[src/rtl/pwm_compare.sv]
// pwm_compare: compares an incoming free-running count against a duty value
// and produces a registered PWM output, a wrap pulse and a period counter.
// New duty values are accepted over a valid/ready handshake into a shadow
// register and only become active at a counter wrap, so a period is never cut
// short or stretched mid-way.
module pwm_compare #(
  parameter int W  = 8,
  parameter int PW = 16
) (
  input  logic          clk,
  input  logic          res,
  input  logic [W-1:0]  cnt,
  input  logic [W-1:0]  duty_in,
  input  logic          duty_valid,
  output logic          duty_ready,
  output logic          pwm_out,
  output logic          wrap_pulse,
  output logic [PW-1:0] periods
);

  typedef enum logic {
    EMPTY  = 1'b0,
    LOADED = 1'b1
  } shadowState_t;

  shadowState_t  state_q, state_d;
  logic [W-1:0]  cnt_q;
  logic [W-1:0]  active_q, active_d;
  logic [W-1:0]  shadow_q, shadow_d;
  logic          pwm_q, pwm_d;
  logic          wrapPulse_q;
  logic [PW-1:0] periods_q, periods_d;
  logic          wrap;
  logic          transfer;
  logic [W-1:0]  dutyEff;

  // Wrap detection, handshake acceptance and next-state for the shadow FSM,
  // the active duty and the period counter. A wrap with a pending shadow value
  // swaps it in on the same cycle, so the first sample of the new period
  // already uses the new duty.
  always_comb begin
    state_d   = state_q;
    active_d  = active_q;
    shadow_d  = shadow_q;
    periods_d = periods_q;
    wrap      = (cnt < cnt_q);
    transfer  = duty_valid && (state_q == EMPTY);
    dutyEff   = (wrap && (state_q == LOADED)) ? shadow_q : active_q;
    pwm_d     = (cnt < dutyEff);
    if (wrap) begin
      periods_d = periods_q + PW'(1);
    end
    if (wrap && (state_q == LOADED)) begin
      active_d = shadow_q;
      state_d  = EMPTY;
    end else if (transfer) begin
      shadow_d = duty_in;
      state_d  = LOADED;
    end
  end

  // All state registers, with synchronous reset taking priority over every input.
  always_ff @(posedge clk) begin
    if (res) begin
      state_q     <= EMPTY;
      cnt_q       <= '0;
      active_q    <= '0;
      shadow_q    <= '0;
      pwm_q       <= 1'b0;
      wrapPulse_q <= 1'b0;
      periods_q   <= '0;
    end else begin
      state_q     <= state_d;
      cnt_q       <= cnt;
      active_q    <= active_d;
      shadow_q    <= shadow_d;
      pwm_q       <= pwm_d;
      wrapPulse_q <= wrap;
      periods_q   <= periods_d;
    end
  end

  assign duty_ready = (state_q == EMPTY);
  assign pwm_out    = pwm_q;
  assign wrap_pulse = wrapPulse_q;
  assign periods    = periods_q;

endmodule

[config.mk]
export PLATFORM = sky130hd
export DESIGN_NAME = pwm_compare
export DESIGN_NICKNAME = d
export VERILOG_FILES = /design/src/rtl/pwm_compare.sv
export SDC_FILE = /design/constraint.sdc
export NUM_CORES = 1
export LEC_CHECK = 0
export ABC_CLOCK_PERIOD_IN_PS = 5200
export CORE_MARGIN = 4
export CORE_UTILIZATION = 56
export DETAILED_ROUTE_END_ITERATION = 6
export GPL_TIMING_DRIVEN = 0
export PLACE_DENSITY = 0.89
export REMOVE_ABC_BUFFERS = 1
export SYNTH_ARGS = -nofsm -noshare
export SYNTH_HDL_FRONTEND = slang
export SYNTH_SLANG_ARGS = --single-unit
[constraint.sdc]
create_clock -name clk -period 5.2 [get_ports clk]
set_input_delay 1.04 -clock clk [delete_from_list [all_inputs] [get_ports clk]]
set_output_delay 1.04 -clock clk [all_outputs]
set_load 0.02 [all_outputs]
==> summary.md <==
| Metric | Value |
|---|---|
| Outcome | `complete, no violations` |
| Reg-to-reg setup timing slack | `1.85 ns` |
| Post-synth EDFFs | `0` |
| DRT Wirelength | `3820 um` |
| Clk_lat worst skew | `0.29 ns` |
| Final Critical Period | `4.26 ns` |
| Slowest-stage cell, CP | `a211oi_2` |
| # setup viols final | `0` |
| Ports | `38` |
| Port Buffers | `37` |
| VDD IR max | `0.000211 V` |
| Clock slew at reported path FFs | `0.08 ns` |
| P&R area growth vs syn | `24.9%` |
| Wire per inst | `12.9 um` |
| Setup CP Type | `in2reg` |
| Post-synth ARST share | `0` |
| Rel. slew slack | `0.343` |
| # fillers | `276` |
| Hold Path Stages | `2` |
| CP endpoint kind | `flop` |
| Reg2Reg Launch Point | `cnt_q[6]` |
| H-tree Lvls | `2` |
| Period utilisation layout | `0.820` |
| CP max stage delay | `0.83 ns` |
| CTS Root Cell | `clkbuf_8` |
| Worst-path fanout max | `9` |
| Final net count | `284` |
| Worst EP required | `5.43 ns` |
| RSZ-0062 raised after global routing | `false` |
| First-pass GRT wire length | `6530 um` |
| TritonCTS clock tree | `yes` |
| Cell Area, Synth | `0.00208 mm^2` |
| Rows | `21` |
| CP Cell Sequence | `clkdlybuf4s50_1 -> ha_1 -> a21oi_2 -> o221ai_4 -> a211oi_2 -> mux2i_1 -> ha_1 -> a21o_1 -> a221oi_1 -> o21ai_0 -> a21oi_1` |
| Via/cell ratio | `5.41` |
| Crit path buf inv count | `1` |
| DR iter-0 viols | `94` |
| Design area | `0.00260 mm^2` |
| Number of global-route vias before repair | `1547` |
| Area of the die | `0.00475 mm^2` |
| Pleak | `1.01 nW` |
| Hold-fix buffers, CTS | `0` |
| Setup tns final | `0 ns` |
| Critical Path Source Type | `input port` |
| Worst EP arrival | `4.49 ns` |
| Netlist cell types | `34` |
| DP HPWL | `2760 um` |
| Layout cell share with drive strength beyond 1 | `0.0837` |
| Measured slew at the worst slew-check pin | `0.984 ns` |
| Final GP Congestion | `0.739` |
| Final ANT Viol Nets | `0` |
| Delay-heaviest family, CP | `compound AO/OA/AOI/OAI gates` |
| 1st-pass router iterations | `4` |
| Seq/Total Area, Yosys | `0.414` |
| Number of antenna repair diodes | `0` |
| Post-synthesis register bit count | `43` |
| Final-report hold violation count | `0` |
| Chip height | `68.9 um` |
| Global Route Usage Sum | `0.183` |
| Clock buffer depth | `2` |
| # clock sinks | `43` |
| Pin count of the biggest net entering global routing | `51` |
| Max-slew violation count | `0` |
| FMAX | `0.235 GHz` |
| CTS resizes | `0` |
| WHS Endpoint | `active_q[0]` |
| Critical R2R Capture | `pwm_out` |
| Antenna violations before repair | `0` |
| Main synth FF type | `dfxtp_1` |
| Worst hold path startpoint | `active_q[0]` |
| Core area | `0.00347 mm^2` |
| Grt total ovfl | `0` |
| R2R cell count | `11` |
| # Post-CTS Setup Buffers | `0` |
| Post-Synthesis Cells | `214` |
| Pwr Density | `292 mW/mm^2` |
| CTS buffer count | `5` |
| Area post-placement | `0.00246 mm^2` |
| Width of the die | `68.9 um` |
| Syn avg cell area | `9.72 um^2` |
| Yosys warning count | `0` |
| Initial Util | `0.600` |
| Clock Skew | `0.00440 ns` |
| Drt drc | `0` |
| Worst Hold Class | `reg2reg` |
| Max cap viols | `0` |
| CP most frequent cell | `ha_1` |
| Via count | `1608` |
[worst register-to-register path: stages, from the launching register on]
cell and delay (ns):
dfxtp_1 0.31, inv_1 0.04, ha_1 0.30, a21oi_2 0.24, o221ai_4 0.20, a211oi_2 0.83, mux2i_1 0.32, ha_1 0.29
a21o_1 0.17, a221oi_1 0.34, o21ai_0 0.12, a21oi_1 0.13
[final cells by class]
class | instances | area (um^2) | share of cell area
multi-input combinational | 149 | 1130 | 0.434
timing repair buffer | 37 | 365 | 0.141
tap | 46 | 57.6 | 0.0222
sequential | 43 | 861 | 0.331
clock inverter | 2 | 60.1 | 0.0231
inverter | 14 | 52.6 | 0.0202
clock buffer | 6 | 72.6 | 0.0279
[synth_stat cells (4+ instances only)]
cell	count	area [um^2]
dfxtp_1	43	861
nor2_1	34	128
mux2i_1	17	170
nor2b_1	17	106
ha_1	15	188
inv_1	14	52.6
xnor2_1	8	70.1
clkbuf_1	7	26.3
nand4_1	7	43.8
a211oi_1	6	45.0
and3_1	5	31.3
nand2_1	5	18.8
mux2_1	4	45.0
nand3_1	4	20.0
[layout by cell type (no fill, tap or decap), types with 3 or more instances in the layout]
cell / netlist / routed
nand3_1: 4 / 4
nor2b_1: 17 / 17
and3_1: 5 / 5
nand2_1: 5 / 5
nor2_1: 34 / 34
inv_1: 14 / 14
nand4_1: 7 / 7
dfxtp_1: 43 / 43
nor3_1: 3 / 3
a211oi_1: 6 / 6
clkdlybuf4s50_1: 0 / 36
xnor2_1: 8 / 8
mux2i_1: 17 / 17
mux2_1: 4 / 4
clkbuf_8: 0 / 5
a21oi_1: 3 / 3
ha_1: 15 / 15
[worst max path at each step]
| stage | to | cells past startpoint | start | slack, ns |
|---|---|---|---|---|
| after floorplan | pwm_out | 10 | cnt[6] | 1.58 |
| after global placement | pwm_out | 11 | cnt[6] | 0.70 |
| after detailed placement | pwm_out | 11 | cnt[6] | 0.62 |
| after CTS | pwm_out | 11 | cnt[6] | 0.94 |
| after global routing | pwm_out | 11 | cnt[6] | 0.67 |
| final | pwm_out | 11 | cnt[6] | 0.94 |
[routing by layer]
metal	part of all wire	vias to the layer above	GRT usage
li1	-	804	-
met1	0.43	756	0.204
met2	0.50	40	0.323
met3	0.048	8	0.0454
met4	0.017	0	0.0876
met5	0	-	0
[logic make-up (layout without fill, tap and decap cells)]
logic type / Yosys count / in the layout / share of synthesized area
XOR/XNOR: 8 / 8 / 0.0337
AO/OA/AOI/OAI: 23 / 23 / 0.108
multiplexers: 23 / 23 / 0.114
AND/OR/NAND/NOR: 80 / 80 / 0.197
flip-flops: 43 / 43 / 0.414
adder cells (fa/ha/maj): 15 / 15 / 0.0903
buffers and inverters: 22 / 59 / 0.0433
[state kept, by name, summed over array words and instances (netlist names)]
signal / count
state_q: 1
active_q: 8
shadow_q: 8
periods: 16
pwm_out: 1
cnt_q: 8
wrap_pulse: 1
[through the flow]
step | instances | utilization | setup WS, ns | hold WS, ns | power, mW
after floorplan | 206 | - | 1.58 | 0.456 | 0.422
after global placement | 289 | 0.712 | 0.705 | 0.476 | 0.462
after detailed placement | 289 | 0.711 | 0.622 | 0.483 | 0.465
after CTS | 297 | 0.749 | 0.943 | 0.503 | 0.766
after global routing | 297 | 0.749 | 0.670 | 0.538 | 0.792
final | 297 | 0.749 | 0.936 | 0.504 | 0.758
[power by group]
group	total [mW]	switching, mW	internal [mW]
clock network	0.301	0.109	0.192
logic	0.106	0.0562	0.0501
registers	0.350	0.00774	0.342
Power figures use the tool's default switching activity.
